`src/rtl/uart_pkg.sv`:
```
// Constants and state type shared by the UART transmit and receive paths.
package uart_pkg;

  localparam int unsigned CLKS_PER_BIT_9600_100M = 10417;
  localparam int unsigned UART_DATA_BITS         = 8;

  typedef enum logic [1:0] {
    IDLE  = 2'd0,
    START = 2'd1,
    DATA  = 2'd2,
    STOP  = 2'd3
  } tx_state_e;

endpackage

```
`src/rtl/uart_tx_bit_timer.sv`:
```
// Restartable bit-period counter: counts 0..CLKS_PER_BIT-1 while enabled and
// flags the last cycle of each period.
module uart_tx_bit_timer #(
  parameter int unsigned CLKS_PER_BIT = 10417,
  parameter int unsigned CNT_W        = 14
) (
  input  logic             clk,
  input  logic             rst_n,
  input  logic             i_clr,
  input  logic             i_en,
  output logic             o_bit_end,
  output logic [CNT_W-1:0] o_cnt
);

  localparam logic [CNT_W-1:0] LastCnt = CNT_W'(CLKS_PER_BIT - 1);

  logic [CNT_W-1:0] r_cnt;
  logic             w_at_last;

  assign w_at_last = (r_cnt == LastCnt);
  assign o_bit_end = i_en && w_at_last;
  assign o_cnt     = r_cnt;

  // Clear takes priority so the period is aligned to the accept edge.
  always_ff @(posedge clk or negedge rst_n) begin
    if (!rst_n) begin
      r_cnt <= '0;
    end else if (i_clr) begin
      r_cnt <= '0;
    end else if (i_en) begin
      r_cnt <= w_at_last ? '0 : r_cnt + CNT_W'(1);
    end
  end

endmodule

```
`src/rtl/uart_transmitter.sv`:
```
// UART 8N1 transmitter: one byte per valid/ready handshake, sent as
// start bit, 8 data bits LSB first, stop bit.
module uart_transmitter
  import uart_pkg::*;
#(
  parameter int unsigned CLKS_PER_BIT = CLKS_PER_BIT_9600_100M,
  parameter int unsigned CNT_W        = 14,
  parameter int unsigned DATA_BITS    = UART_DATA_BITS
) (
  input  logic                 clk,
  input  logic                 rst_n,
  input  logic [DATA_BITS-1:0] tx_data,
  input  logic                 tx_valid,
  output logic                 tx_ready,
  output logic                 tx,
  output logic                 tx_busy,
  output logic                 tx_done,
  output logic [CNT_W-1:0]     bit_cnt_dbg
);

  localparam int unsigned      IdxW    = $clog2(DATA_BITS);
  localparam logic [IdxW-1:0]  LastIdx = IdxW'(DATA_BITS - 1);

  tx_state_e             r_state;
  logic [DATA_BITS-1:0]  r_shift;
  logic [IdxW-1:0]       r_idx;
  logic                  r_tx;
  logic                  r_done;

  logic                  w_idle;
  logic                  w_accept;
  logic                  w_bit_end;

  assign w_idle   = (r_state == IDLE);
  assign w_accept = tx_valid && w_idle;

  assign tx_ready = w_idle;
  assign tx_busy  = !w_idle;
  assign tx       = r_tx;
  assign tx_done  = r_done;

  uart_tx_bit_timer #(
    .CLKS_PER_BIT (CLKS_PER_BIT),
    .CNT_W        (CNT_W)
  ) u_bit_timer (
    .clk       (clk),
    .rst_n     (rst_n),
    .i_clr     (w_accept),
    .i_en      (!w_idle),
    .o_bit_end (w_bit_end),
    .o_cnt     (bit_cnt_dbg)
  );

  always_ff @(posedge clk or negedge rst_n) begin
    if (!rst_n) begin
      r_state <= IDLE;
      r_shift <= '0;
      r_idx   <= '0;
      r_tx    <= 1'b1;
      r_done  <= 1'b0;
    end else begin
      r_done <= 1'b0;
      unique case (r_state)
        IDLE: begin
          if (w_accept) begin
            r_shift <= tx_data;
            r_idx   <= '0;
            r_tx    <= 1'b0;
            r_state <= START;
          end
        end
        START: begin
          if (w_bit_end) begin
            r_tx    <= r_shift[0];
            r_state <= DATA;
          end
        end
        DATA: begin
          if (w_bit_end) begin
            r_shift <= {1'b0, r_shift[DATA_BITS-1:1]};
            if (r_idx == LastIdx) begin
              r_tx    <= 1'b1;
              r_state <= STOP;
            end else begin
              // Next bit is the one about to land in r_shift[0].
              r_tx  <= r_shift[1];
              r_idx <= r_idx + IdxW'(1);
            end
          end
        end
        STOP: begin
          if (w_bit_end) begin
            r_done  <= 1'b1;
            r_state <= IDLE;
          end
        end
        default: r_state <= IDLE;
      endcase
    end
  end

endmodule

```
`config.mk`:
```
export PLATFORM = sky130hd
export DESIGN_NAME = uart_transmitter
export DESIGN_NICKNAME = d
export VERILOG_FILES = /design/src/rtl/uart_pkg.sv /design/src/rtl/uart_tx_bit_timer.sv /design/src/rtl/uart_transmitter.sv
export SDC_FILE = /design/constraint.sdc
export NUM_CORES = 1
export LEC_CHECK = 0
export ABC_CLOCK_PERIOD_IN_PS = 2900
export BUFFER_PORTS_ARGS = -buffer_cell sky130_fd_sc_hd__buf_2
export CORE_MARGIN = 2
export CORE_UTILIZATION = 25
export DETAILED_ROUTE_END_ITERATION = 8
export SYNTH_ARGS = -nofsm -noshare
export SYNTH_HDL_FRONTEND = slang
export SYNTH_SLANG_ARGS = --single-unit
```
`constraint.sdc`:
```
create_clock -name clk -period 2.9 [get_ports clk]
set_input_delay 0.58 -clock clk [delete_from_list [all_inputs] [get_ports clk]]
set_output_delay 0.58 -clock clk [all_outputs]
set_load 0.02 [all_outputs]
```
## Yosys cells after proc, flatten, opt, wreduce, memory -nomap -nowiden

Index checks and enable logic that the tools add are counted.

- Bits in registers: 29
- Logic and storage cells: 52
- Output and inout bits: 18
- Bits of input ports: 11

- Add/subtract/negate cells: 2
- Multiplexer cells: 23
- Reductions and logical operators: 10
- Eq/ne operators: 11

Operator list:

| cell | number |
|---|---|
| $mux W14 | 3 |
| $mux W8 | 2 |
| $pmux W8 S2 | 1 |
| $add A14 B1 Y14 const B | 1 |
| $eq A14 B14 Y1 const B | 1 |
| $mux W2 | 5 |
| $mux W3 | 3 |
| $ne A2 B1 Y1 const B | 4 |
| $pmux W2 S4 | 1 |
| $reduce_and A4 Y1 | 2 |
| $mux W1 | 6 |
| $pmux W3 S2 | 1 |
| $reduce_and A5 Y1 | 1 |
| $eq A2 B2 Y1 const B | 2 |
| $ne A2 B2 Y1 const B | 2 |
| $add A3 B1 Y3 const B | 1 |
| $eq A3 B3 Y1 const B | 1 |
| $pmux W1 S3 | 1 |
| $reduce_and A3 Y1 | 1 |
| $reduce_bool A3 Y1 | 1 |
| $eq A2 B1 Y1 const B | 1 |
| $logic_and A1 B1 Y1 | 2 |
| $logic_not A2 Y1 | 1 |
| $reduce_bool A2 Y1 | 1 |
| $logic_not A1 Y1 | 1 |

## Longest topological paths before layout

Gate-level depths: netlist of run 1.

- Depth in word-level cells: 5
- Mapped depth: 8
- Depth with buffers taken out: 6

## Cells and area by module

A second synthesis of run 1 with hierarchy kept.

- Cell total of the unflattened synthesis: 163
- Area, all modules: 1734.2 µm²

By module, submodules not included:

| module | sequential area each (µm²) | area an instance (µm²) | instances | cells each |
|---|---|---|---|---|
| uart_transmitter | 376.6 | 898.4 | 1 | 73 |
| uart_tx_bit_timer | 350.3 | 835.8 | 1 | 90 |

## Worst setup path after synthesis of run 1

Ideal clock, no wire load.

- Path type: flip-flop to flip-flop
- Start: reg u_bit_timer.r_cnt[0], in the netlist u_bit_timer.o_cnt[0]
- End: reg r_tx, in the netlist tx
- Period minus slack after synthesis: 2.310 ns
- Stages on the path, launching flop included: 8
- Path slack: 0.590 ns
- Data required time: 2.821 ns
- Arrival: 2.231 ns
- Path buffers: 1
- Library setup time: 0.079 ns
- Path through: dfrtp_1 inv_1 ha_1 or4bb_1 or4_1 buf_2 o311a_1 a41o_1

- Word-level cells in the longest chain between the ends: 4
- Elaborated cells between the ends (all ways): 5
- Those cells by class: eq/ne (3); reduce/logical (2)

RTL lines:

| item | line | RTL |
|---|---|---|
| start: declaration | uart_tx_bit_timer.sv:17 | `logic [CNT_W-1:0] r_cnt;` |
| start signal: assignment | uart_tx_bit_timer.sv:31 | `r_cnt <= w_at_last ? '0 : r_cnt + CNT_W'(1);` |
| $eq A14 B14 Y1 (*) | uart_tx_bit_timer.sv:20 | `assign w_at_last = (r_cnt == LastCnt);` |
| $logic_and A1 B1 Y1 (*) | uart_tx_bit_timer.sv:21 | `assign o_bit_end = i_en && w_at_last;` |
| $ne A2 B1 Y1 (no source line) | n/a |  |
| $reduce_and A4 Y1 (no source line) (*) | n/a |  |
| end signal: assignment | uart_transmitter.sv:74 | `r_tx <= r_shift[0];` |
| end signal: assignment | uart_transmitter.sv:86 | `r_tx <= r_shift[1];` |
| end: declaration | uart_transmitter.sv:27 | `logic r_tx;` |

Mark *: on every way between the ends. The rest lies on a longest branch, timed or not.
A chain may end at the register's enable or synchronous reset.

## Final worst setup path of run 1

- Start: reg u_bit_timer.r_cnt[9], in the netlist u_bit_timer.o_cnt[9]
- End: reg r_shift[7]

- Word-level cells in the longest chain between the ends: 4

RTL lines:

| item | line | RTL |
|---|---|---|
| $eq A14 B14 Y1 | uart_tx_bit_timer.sv:20 |  |
| $logic_and A1 B1 Y1 | uart_tx_bit_timer.sv:21 |  |
| $ne A2 B1 Y1 (no source line) | n/a |  |
| $reduce_and A3 Y1 (no source line) | n/a |  |
| end signal: assignment | uart_transmitter.sv:66 | `r_shift <= tx_data;` |
| end signal: assignment | uart_transmitter.sv:80 | `r_shift <= {1'b0, r_shift[DATA_BITS-1:1]};` |
| end: declaration | uart_transmitter.sv:25 | `logic [DATA_BITS-1:0] r_shift;` |

No other way between the ends.

==> results of run 1 <==
-- cells in the final DEF, fill, tap and decap left out, types with 5 or more instances in the layout --
| cell | instances |
|---|---|
| buf_2 | 28 |
| clkbuf_8 | 7 |
| dfrtp_1 | 28 |
| ha_1 | 9 |
| inv_1 | 8 |
| mux2i_1 | 7 |
| nand2_1 | 16 |
| nand3_1 | 14 |
| nor2_1 | 6 |
| nor3_1 | 5 |
| o21ai_0 | 12 |
| o21ai_1 | 7 |
| o31ai_1 | 5 |
-- stage by stage --
stage / worst slack, ns / hold WS (ns) / utilization
after floorplan: 0.5898 / 0.2844 / -
after global placement: 0.5838 / 0.4579 / 0.2952
after detailed placement: 0.5392 / 0.4734 / 0.2952
after CTS: 0.5333 / 0.3530 / 0.3101
after global routing: 0.4304 / 0.3882 / 0.3101
final: 0.5343 / 0.3241 / 0.3101
-- power by group through the flow --
stage	combinational (mW)	sequential (mW)	clock (mW)
final	0.0248	0.412	0.377
after global routing	0.0296	0.412	0.408
after CTS	0.0266	0.412	0.393
after detailed placement	0.0265	0.420	0
after global placement	0.0261	0.420	0
after floorplan	0.00825	0.419	0
-- cells by family after synthesis --
family | count (synthesis) | synth area share
xor+xnor | 1 | 0.004927
buf+inv | 19 | 0.04574
compound gates | 43 | 0.1626
fa+ha+maj | 9 | 0.06334
flops | 29 | 0.4089
mux | 8 | 0.04574
simple gates | 78 | 0.2688
-- final timing paths --
path | start | end | slack, ns
max in group asynchronous | rst_n | r_shift[3]$_DFFE_PN0P_ | 2.14
worst min register to register | r_shift[7]$_DFFE_PN0P_ | r_shift[7]$_DFFE_PN0P_ | 0.48
worst max-delay path | u_bit_timer.o_cnt[9]$_DFFE_PN0P_ | r_shift[7]$_DFFE_PN0P_ | 0.53
worst min-delay path | rst_n | u_bit_timer.o_cnt[7]$_DFFE_PN0P_ | 0.32
min in group clk | r_shift[7]$_DFFE_PN0P_ | r_shift[7]$_DFFE_PN0P_ | 0.48
worst max register to register | u_bit_timer.o_cnt[9]$_DFFE_PN0P_ | r_shift[7]$_DFFE_PN0P_ | 0.53
-- critical path, cell delays in order, from the launching register on --
cell     delay (ns)
dfrtp_1        0.46
or4b_4         0.58
or4_1          0.70
and2_1         0.31
a21o_1         0.20
-- cell type report --
class                           count  area (µm²)
Fill cell                         742        4713
Multi-Input combinational cell    139       969.7
Clock inverter                      1       5.005
Timing Repair Buffer               32       170.2
Sequential cell                    29       726.9
Inverter                            8       30.03
Tap cell                           96       120.1
Clock buffer                        7       96.34
-- layer usage --
metal,share of wire,up-vias
met5,0,-
li1,-,760
met3,0.038,5
met1,0.49,769
met2,0.45,36
met4,0.017,0
-- state kept, by name, summed over array words and instances, names as in the netlist --
register,flops
r_shift,8
u_bit_timer.o_cnt,14
tx,1
r_state,2
tx_done,1
r_idx,3
==> results.json, run 1 <==
{
  "status": "completed",
  "track_usage": 0.1182,
  "cp.required_ns": 3.07,
  "rsz0062_at_grt": "false",
  "drive_gt1_frac": 0.2315,
  "pwr-share-seq": 0.506,
  "wl_per_cell_um": 13.90,
  "maxCapViolations": 0,
  "final_cells": 312,
  "vias": 1570,
  "grt_use_met2": 0.1709,
  "clockBufferDepth": 2,
  "gr-total-overflow": 0,
  "synth.area.top_cells": "dfrtp_1 (39%), ha_1 (6.3%), mux2i_1 (3.9%)",
  "dp.cells": 304,
  "placed_area_um2": 2017,
  "fmax_mhz": 422.7,
  "cts_setup_buffers": 0,
  "worst_pin_slew_ns": 0.6686,
  "die_w_um": 88.33,
  "avgSynthCellArea_um2": 9.508,
  "finalSetupViolations": 0,
  "grt_max_degree": 31,
  "period_needed_ns": 2.366,
  "n_antenna_cell": 0,
  "dr.pass1.iters": 4,
  "hold_violations": 0,
  "maxSlewViolCount": 0,
  "synth_top_area_frac": 0.3941,
  "cts_buffers": 5,
  "syn_to_final_growth_pct": 19.14,
  "synthFlopType": "dfrtp_1",
  "synth_cells": 187,
  "finClkSkew_ns": 0.004863,
  "clock_sinks": 29,
  "yosysWarnings": 0,
  "path_class": "flop to flop",
  "die_height_um": 88.33,
  "gp_congestion": 0.8334,
  "switching_share": 0.2223,
  "first_iter_violations": 69,
  "worstSkewPairLatency_ns": 0.28,
  "cp_max_fo": 9,
  "pwr-share-clk": 0.463,
  "setup.worst_path.start_class": "flop",
  "core_um2": 6832,
  "dp_hpwl_mm": 3.097,
  "grt_pass1_wl_mm": 7.182,
  "ant_nets": 0,
  "r2r_cells": 4,
  "synth_edf_count": 0,
  "synth_nets": 207,
  "synth_seq_cells": 29,
  "h-tree-depth": 2,
  "switchingPower_uw": 181.1,
  "first_global_vias": 1404,
  "drcViolationCount": 0,
  "critical_path_arrival_ns": 2.54,
  "max-slew-margin-rel": 0.5543,
  "synth_cell_types": 48,
  "leakagePower_nw": 0.8971,
  "port_buffers": 28,
  "antenna_found_initial": 0,
  "drt-total-wl_mm": 4.338,
  "cts_hold_buf": 0,
  "die_area_um2": 7802,
  "yosys.area.top_type": "dfrtp_1",
  "fin_area_um2": 2118,
  "ir_drop_mv": 0.1841,
  "clock_tree.root_cell": "clkbuf_8",
  "p_per_area_nw_per_um2": 384.5,
  "grt.busiest_layer": "met2",
  "finalPower_uw": 814.5,
  "ys_async_sr_fraction": 1.000,
  "hold_path_class": "input pin to async pin",
  "syn-cell-area_um2": 1778,
  "ctsResizeCount": 0,
  "setup_tns_ns": 0,
  "globalRouteMet1Util": 0.1687,
  "drt-vias-per-instance": 5.032,
  "core.rowCount": 30,
  "synthMostInstantiatedCell": "dfrtp_1",
  "synth_common_cells": "dfrtp_1 (28), nand2_1 (16), nand3_1 (14)",
  "ys_seq_area_frac": 0.4089,
  "cp-end-kind": "flop",
  "clkSlewWorstSetupHoldPaths_ns": 0.07,
  "final_nets": 235,
  "io_pins": 29,
  "p_int_uw": 633.4,
  "use_met3": 0.02425,
  "initial_utilization": 0.2603,
  "cts_tree": "yes",
  "combPwrFrac": 0.030,
  "fin_crit_sh": 0.8158
}
(Power assumes the default switching activity.)
==> inputs of run 2 (changes only) <==
--- a/config.mk
+++ b/config.mk
@@ -5,7 +5,8 @@
 export SDC_FILE = /design/constraint.sdc
 export NUM_CORES = 1
 export LEC_CHECK = 0
-export ABC_CLOCK_PERIOD_IN_PS = 2900
+export ABC_AREA = 1
+export ABC_CLOCK_PERIOD_IN_PS = 1950
 export BUFFER_PORTS_ARGS = -buffer_cell sky130_fd_sc_hd__buf_2
 export CORE_MARGIN = 2
 export CORE_UTILIZATION = 25
==> constraint.sdc (replaced) <==
create_clock -name clk -period 1.95 [get_ports clk]
set_input_delay 0.39 -clock clk [delete_from_list [all_inputs] [get_ports clk]]
set_output_delay 0.39 -clock clk [all_outputs]
set_load 0.02 [all_outputs]
==> run 2 against run 1 <==
Effect of this change:
- register-to-register slack got worse by 0.27 ns
- wire length down 8.3%
- setup slack worse by 0.31 ns
- synthesized area down 1.1%
- first-iteration DRC count fell by 33%
- non-clock buffer count decreased by 2
- worst hold slack got worse by 0.18 ns
- clock-buffer cell count is the same
- power rose to 3.3 times the previous value
- largest power group is now combinational logic
==> results.json, run 2 <==
{
  "clkSlewWorstSetupHoldPaths_ns": 0.06,
  "synth-xor-area-share": 0.01993,
  "crit_family": "buffers and inverters",
  "final_util": 0.3092,
  "yosys.area.top_type": "dfrtp_1",
  "final_nets": 289,
  "finalSetupViolations": 0,
  "core.rowCount": 30,
  "synth.area.top_cells": "dfrtp_1 (40%), nand2_1 (20%), nand3_1 (9.1%)",
  "maxCapViolations": 0,
  "cp_max_fo": 5,
  "synthMostInstantiatedCell": "nand2_1",
  "die_area_um2": 7719,
  "register_area_um2": 726.9,
  "io_pins": 29,
  "rsz0062_at_grt": "false",
  "p_per_area_nw_per_um2": 1290,
  "synth_top_family_by_area": "simple AND/OR/NAND/NOR gates",
  "cp_cell_sequence": "inv_1 -> ha_1 -> inv_2 -> buf_2",
  "multiInputGateArea_um2": 922.1,
  "setup_tns_ns": 0,
  "wl_per_cell_um": 10.90,
  "antenna_found_initial": 0,
  "drt-total-wl_mm": 3.978,
  "synth_cell_types": 29,
  "synth_common_cells": "nand2_1 (93), nand3_1 (32), dfrtp_1 (28)",
  "yosysWarnings": 0,
  "clock_sinks": 29,
  "largest_reg_flops": 14,
  "path_class": "flop to output pin",
  "die_w_um": 87.86,
  "highest_layer": "met4",
  "post-place-ws_ns": 0.1137,
  "max-slew-margin-rel": 0.5480,
  "critical_path_arrival_ns": 1.33,
  "synth_top_area_frac": 0.3986,
  "initial_utilization": 0.2587,
  "track_usage": 0.1127,
  "leakagePower_nw": 1.098,
  "synth_nets": 256,
  "n_antenna_cell": 0,
  "dr.pass1.iters": 4,
  "final_cell_mix": "nand2_1 (93), nand3_1 (32), buf_2 (28), dfrtp_1 (28), inv_1 (19)",
  "cts_setup_buffers": 0,
  "worst-path-buf-inv": 3,
  "vias": 1592,
  "cp-end-kind": "output pin",
  "fin_hold_ws_ns": 0.1459,
  "nFillCells": 757,
  "status": "completed",
  "core_um2": 6794,
  "first_global_vias": 1518,
  "synth_simple_gate_area_share": 0.3993,
  "syn-cell-area_um2": 1758,
  "dp_hpwl_mm": 2.931,
  "synth_seq_cells": 29,
  "wl_met1_mm": 1.894,
  "ys_async_sr_fraction": 1.000,
  "avgSynthCellArea_um2": 7.449,
  "gp_congestion": 0.7942,
  "setup.worst_path.start_class": "flop",
  "synthAdderAreaFrac": 0.06406,
  "slowest_delay_ns": 0.40,
  "synthFlopType": "dfrtp_1",
  "finClkSkew_ns": 0.005211,
  "drt-vias-per-instance": 4.362,
  "worst_pin_slew_ns": 0.6779,
  "clock_tree.root_cell": "clkbuf_8",
  "cp.required_ns": 1.56,
  "cts_tree": "yes",
  "hold_path_class": "input pin to async pin",
  "synthMuxAreaShare": 0,
  "ir_drop_mv": 0.5122,
  "drcViolationCount": 0,
  "h-tree-depth": 2,
  "ys_seq_area_frac": 0.4135,
  "grt_max_degree": 30,
  "cts_buffers": 5,
  "port_buffers": 28,
  "synth_edf_count": 0,
  "drive_gt1_frac": 0.2193,
  "worst_path_max_delay_cell": "dfrtp_1",
  "maxSlewViolCount": 0,
  "gr-total-overflow": 0,
  "fin_crit_sh": 0.8832,
  "grt_pass1_wl_mm": 6.913,
  "synth_compound_area_frac": 0.03986,
  "cts_hold_buf": 0,
  "final_common_cell": "nand2_1",
  "period_needed_ns": 1.722,
  "clockBufferDepth": 2,
  "syn_to_final_growth_pct": 19.50,
  "first_iter_violations": 46,
  "die_height_um": 87.86,
  "fmax_mhz": 580.7,
  "route.met3.wl_um": 187,
  "synth_cells": 236,
  "hold_violations": 0,
  "post-route-worst-setup-slack_ns": 0.2278,
  "ant_nets": 0,
  "worstSkewPairLatency_ns": 0.27,
  "wl_met2_mm": 1.827
}
-- run 2: cell count changes after synthesis, sizes merged, moves of 4 or more --
cell / delta
clkbuf: -7
and4: -4
o21ai: -12
inv: +14
nand2: +84
nor4: -5
o31ai: -5
nand3: +19
nor2: +8
mux2i: -7
-- run 2: report_power, final --
part / total (mW) / switching (mW) / internal (mW)
clock network: 0.500 / 0.221 / 0.280
logic: 1.29 / 0.866 / 0.425
registers: 0.919 / 0.138 / 0.780
total: 2.71 / 1.23 / 1.48
-- run 2: kinds of logic after synthesis --
kind of cell               after synthesis
adders and majority gates                9
xor gates and xnor gates                 4
DFF                                     29
AOI/OAI and AO/OA                       12
and+or+nand+nor                        155
buffers and inverters                   27
-- run 2: per-layer routing --
layer | up-vias | track usage
met3 | 7 | 0.02922
met5 | - | 0
met4 | 0 | 0.03217
met1 | 738 | 0.1471
met2 | 37 | 0.1839
li1 | 810 | -
-- run 2: path summary, 6_finish.rpt --
check                           slack, ns                          endpoint                   start  cells past startpoint
worst max-delay path                 0.23                           tx_busy  r_state[0]$_DFFE_PN0P_                      4
worst min-delay path                 0.15  u_bit_timer.o_cnt[4]$_DFFE_PN0P_                   rst_n                      1
worst max register to register       0.26            r_shift[0]$_DFFE_PN0P_  r_state[0]$_DFFE_PN0P_                      9
worst min register to register       0.46                    tx$_DFFE_PN1P_          tx$_DFFE_PN1P_                      2
max in group asynchronous            1.36              r_idx[0]$_DFFE_PN0P_                   rst_n                      1
min in group clk                     0.44            r_shift[5]$_DFFE_PN0P_              tx_data[5]                      5
-- run 2: timing repair --
action,CTS,global route
setup endpoints to repair,0,13
gates resized for setup,0,2
hold endpoints to repair,0,0
-- run 2: metrics by stage --
stage,area (µm²),instances,power (mW)
finish,2101,365,2.711
global route,2101,365,2.982
CTS,2095,365,2.741
detailed placement,2008,358,2.229
global placement,2008,358,2.190
floorplan,1758,236,1.875
-- run 2: worst reg2reg max path: cells and delay by family (launching register included) --
| family | cells | cell delay [ns] |
|---|---|---|
| adder cells (fa/ha/maj) | 1 | 0.24 |
| buffers and inverters | 2 | 0.22 |
| flip-flops | 1 | 0.40 |
| AND/OR/NAND/NOR | 6 | 0.73 |
-- run 2: area by class of cell --
cell class,count,area share
multi-input cells,180,0.4390
flip-flops and latches,29,0.3460
repair buffers,30,0.07385
well taps,96,0.05718
inverters,23,0.04288
clock buffers,7,0.04110
==> inputs of run 3 (changes only) <==
--- a/config.mk
+++ b/config.mk
@@ -11,6 +11,8 @@
 export CORE_MARGIN = 2
 export CORE_UTILIZATION = 25
 export DETAILED_ROUTE_END_ITERATION = 8
+export GPL_ROUTABILITY_DRIVEN = 0
 export SYNTH_ARGS = -nofsm -noshare
 export SYNTH_HDL_FRONTEND = slang
+export SYNTH_HIERARCHICAL = 1
 export SYNTH_SLANG_ARGS = --single-unit
==> run 3 against run 2 <==
Effect of this change:
- sequential share of layout area is 3.0 points lower
- power fell by 57%
- register-to-register slack worse by 0.09 ns
- global-route usage increased by 0.66 points
- largest cell class unchanged
- sequential power is 34% lower
- largest power group is now registers
- non-clock buffer count is 12 higher
- critical path depth grew 1
- clock power grew 9.6%
- cell count rose by 8.2%
- clock-buffer cell count unchanged
==> results.json, run 3 <==
{
  "path_class": "flop to output pin",
  "core_um2": 7176,
  "synth_cell_types": 25,
  "yosysWarnings": 6,
  "grt_max_degree": 30,
  "n_antenna_cell": 0,
  "ys_async_sr_fraction": 1.000,
  "worst_path_max_delay_cell": "dfrtp_1",
  "max-slew-margin-rel": 0.5596,
  "cts_hold_buf": 0,
  "setup.worst_path.start_class": "flop",
  "nFillCells": 779,
  "first_global_vias": 1584,
  "cts_tree": "yes",
  "status": "completed",
  "clkSlewWorstSetupHoldPaths_ns": 0.07,
  "finalSetupViolations": 0,
  "drt-vias-per-instance": 4.397,
  "syn-cell-area_um2": 1827,
  "pwr-share-clk": 0.466,
  "switchingPower_uw": 246.4,
  "synth_edf_count": 0,
  "grt_pass1_wl_mm": 7.376,
  "clock_tree.root_cell": "clkbuf_8",
  "fin_crit_sh": 0.9446,
  "vias": 1737,
  "gr-total-overflow": 0,
  "cp.required_ns": 1.56,
  "rsz0062_at_grt": "false",
  "final_cell_mix": "nand2_1 (75), buf_2 (28), dfrtp_1 (28), inv_1 (25), nor2_1 (25)",
  "hold_path_class": "input pin to async pin",
  "ir_drop_mv": 0.1982,
  "fin_area_um2": 2298,
  "maxCapViolations": 0,
  "worst_pin_slew_ns": 0.6606,
  "hold_violations": 0,
  "synth_top_area_frac": 0.3836,
  "ys_seq_area_frac": 0.3979,
  "first_iter_violations": 50,
  "h-tree-depth": 2,
  "die_w_um": 89.48,
  "cp_max_fo": 4,
  "switching_share": 0.2095,
  "dp_hpwl_mm": 3.300,
  "finClkSkew_ns": 0.005962,
  "clock_sinks": 29,
  "p_int_uw": 929.5,
  "die_height_um": 89.48,
  "core.rowCount": 31,
  "wl_per_cell_um": 11.26,
  "placed_area_um2": 2155,
  "synth_common_cells": "nand2_1 (77), dfrtp_1 (28), nor2_1 (27)",
  "yosys.area.top_type": "dfrtp_1",
  "final_nets": 316,
  "drt-total-wl_mm": 4.448,
  "dr.pass1.iters": 4,
  "synthFlopType": "dfrtp_1",
  "ant_nets": 0,
  "cp-end-kind": "output pin",
  "synthMostInstantiatedCell": "nand2_1",
  "avgSynthCellArea_um2": 7.366,
  "critical_path_arrival_ns": 1.45,
  "synth_cells": 248,
  "port_buffers": 28,
  "clockBufferDepth": 2,
  "combPwrFrac": 0.022,
  "antenna_found_initial": 0,
  "maxSlewViolCount": 0,
  "cp_cell_sequence": "inv_1 -> ha_1 -> inv_2 -> buf_4 -> buf_2",
  "synth_nets": 269,
  "cts_buffers": 5,
  "largest_reg_flops": 14,
  "setup_tns_ns": 0,
  "pwr-share-seq": 0.512,
  "period_needed_ns": 1.842,
  "final_common_cell": "nand2_1",
  "io_pins": 29,
  "leakagePower_nw": 1.179,
  "worstSkewPairLatency_ns": 0.28,
  "track_usage": 0.1192,
  "fmax_mhz": 542.9,
  "syn_to_final_growth_pct": 25.82,
  "slowest_delay_ns": 0.41,
  "p_per_area_nw_per_um2": 511.6,
  "synth_seq_cells": 29,
  "drive_gt1_frac": 0.2432,
  "die_area_um2": 8007,
  "drcViolationCount": 0,
  "initial_utilization": 0.2546,
  "synth.area.top_cells": "dfrtp_1 (38%), nand2_1 (16%), ha_1 (6.8%)"
}
-- run 3: cell type report --
class                           instances  area, µm²  share of cell area
Multi-Input combinational cell        188      991.0              0.4311
Sequential cell                        29      726.9              0.3163
Timing Repair Buffer                   42      245.2              0.1067
Tap cell                               99      123.9             0.05389
Inverter                               29      110.1             0.04790
Clock buffer                            7      96.34             0.04192
Clock inverter                          1      5.005            0.002177
-- run 3: path summary, 6_finish.rpt --
kind,from,endpoint,slack [ns],depth (start not counted)
max,r_state[0]$_DFFE_PN0P_,tx_busy,0.11,5
min,rst_n,u_bit_timer/o_cnt[13]$_DFFE_PN0P_,0.14,1
max reg2reg,u_bit_timer/o_cnt[0]$_DFFE_PN0P_,r_idx[1]$_DFFE_PN0P_,0.17,15
min reg2reg,tx$_DFFE_PN1P_,tx$_DFFE_PN1P_,0.48,2
max in group asynchronous,rst_n,r_shift[7]$_DFFE_PN0P_,1.38,1
min in group clk,tx_data[7],r_shift[7]$_DFFE_PN0P_,0.38,3
-- run 3: cell families (layout without fill, tap and decap cells) --
kind of cell | count (synthesis) | after routing | synth area share
AOI/OAI and AO/OA | 35 | 35 | 0.1144
xor gates and xnor gates | 3 | 3 | 0.01439
and+or+nand+nor | 140 | 140 | 0.3342
DFF | 29 | 29 | 0.3979
adders and majority gates | 10 | 10 | 0.06849
buffers and inverters | 31 | 79 | 0.07055
-- run 3: repair_timing --
| item | CTS | global route |
|---|---|---|
| setup endpoints to repair | 0 | 14 |
| resized for setup | 0 | 7 |
| buffers inserted | 0 | 3 |
-- run 3: critical path, delay by kind of cell (launching register included) --
kind	cells	cell delay, ns
adders and majority gates	1	0.24
DFF	1	0.41
buffers and inverters	4	0.52
-- run 3: power by group through the flow --
stage	Clock, mW	Combinational, mW	Sequential (mW)
CTS	0.565	0.0275	0.602
global route	0.600	0.0305	0.601
detailed placement	0	0.0272	0.613
floorplan	0	0.00436	0.613
global placement	0	0.0271	0.613
finish	0.548	0.0257	0.602
-- run 3: per-stage QoR --
stage            util  worst slack, ns  hold WS, ns  std cells  power, mW
2_1_floorplan       -          0.06969      0.09441        248     0.6173
3_3_place_gp   0.3003           0.1031       0.4593        384     0.6399
3_5_place_dp   0.3003          0.05860       0.4679        384     0.6400
4_1_cts        0.3144          0.05110       0.1679        392      1.194
5_1_grt        0.3203         0.002049       0.1900        395      1.232
6_report       0.3203           0.1081       0.1363        395      1.176
-- run 3: routing by layer --
layer  up-vias  share of wire  track usage
li1        889              -            -
met1       792           0.47       0.1549
met2        47           0.47       0.1899
met3         9          0.049      0.03232
met4         0          0.014      0.04342
met5         -              0            0
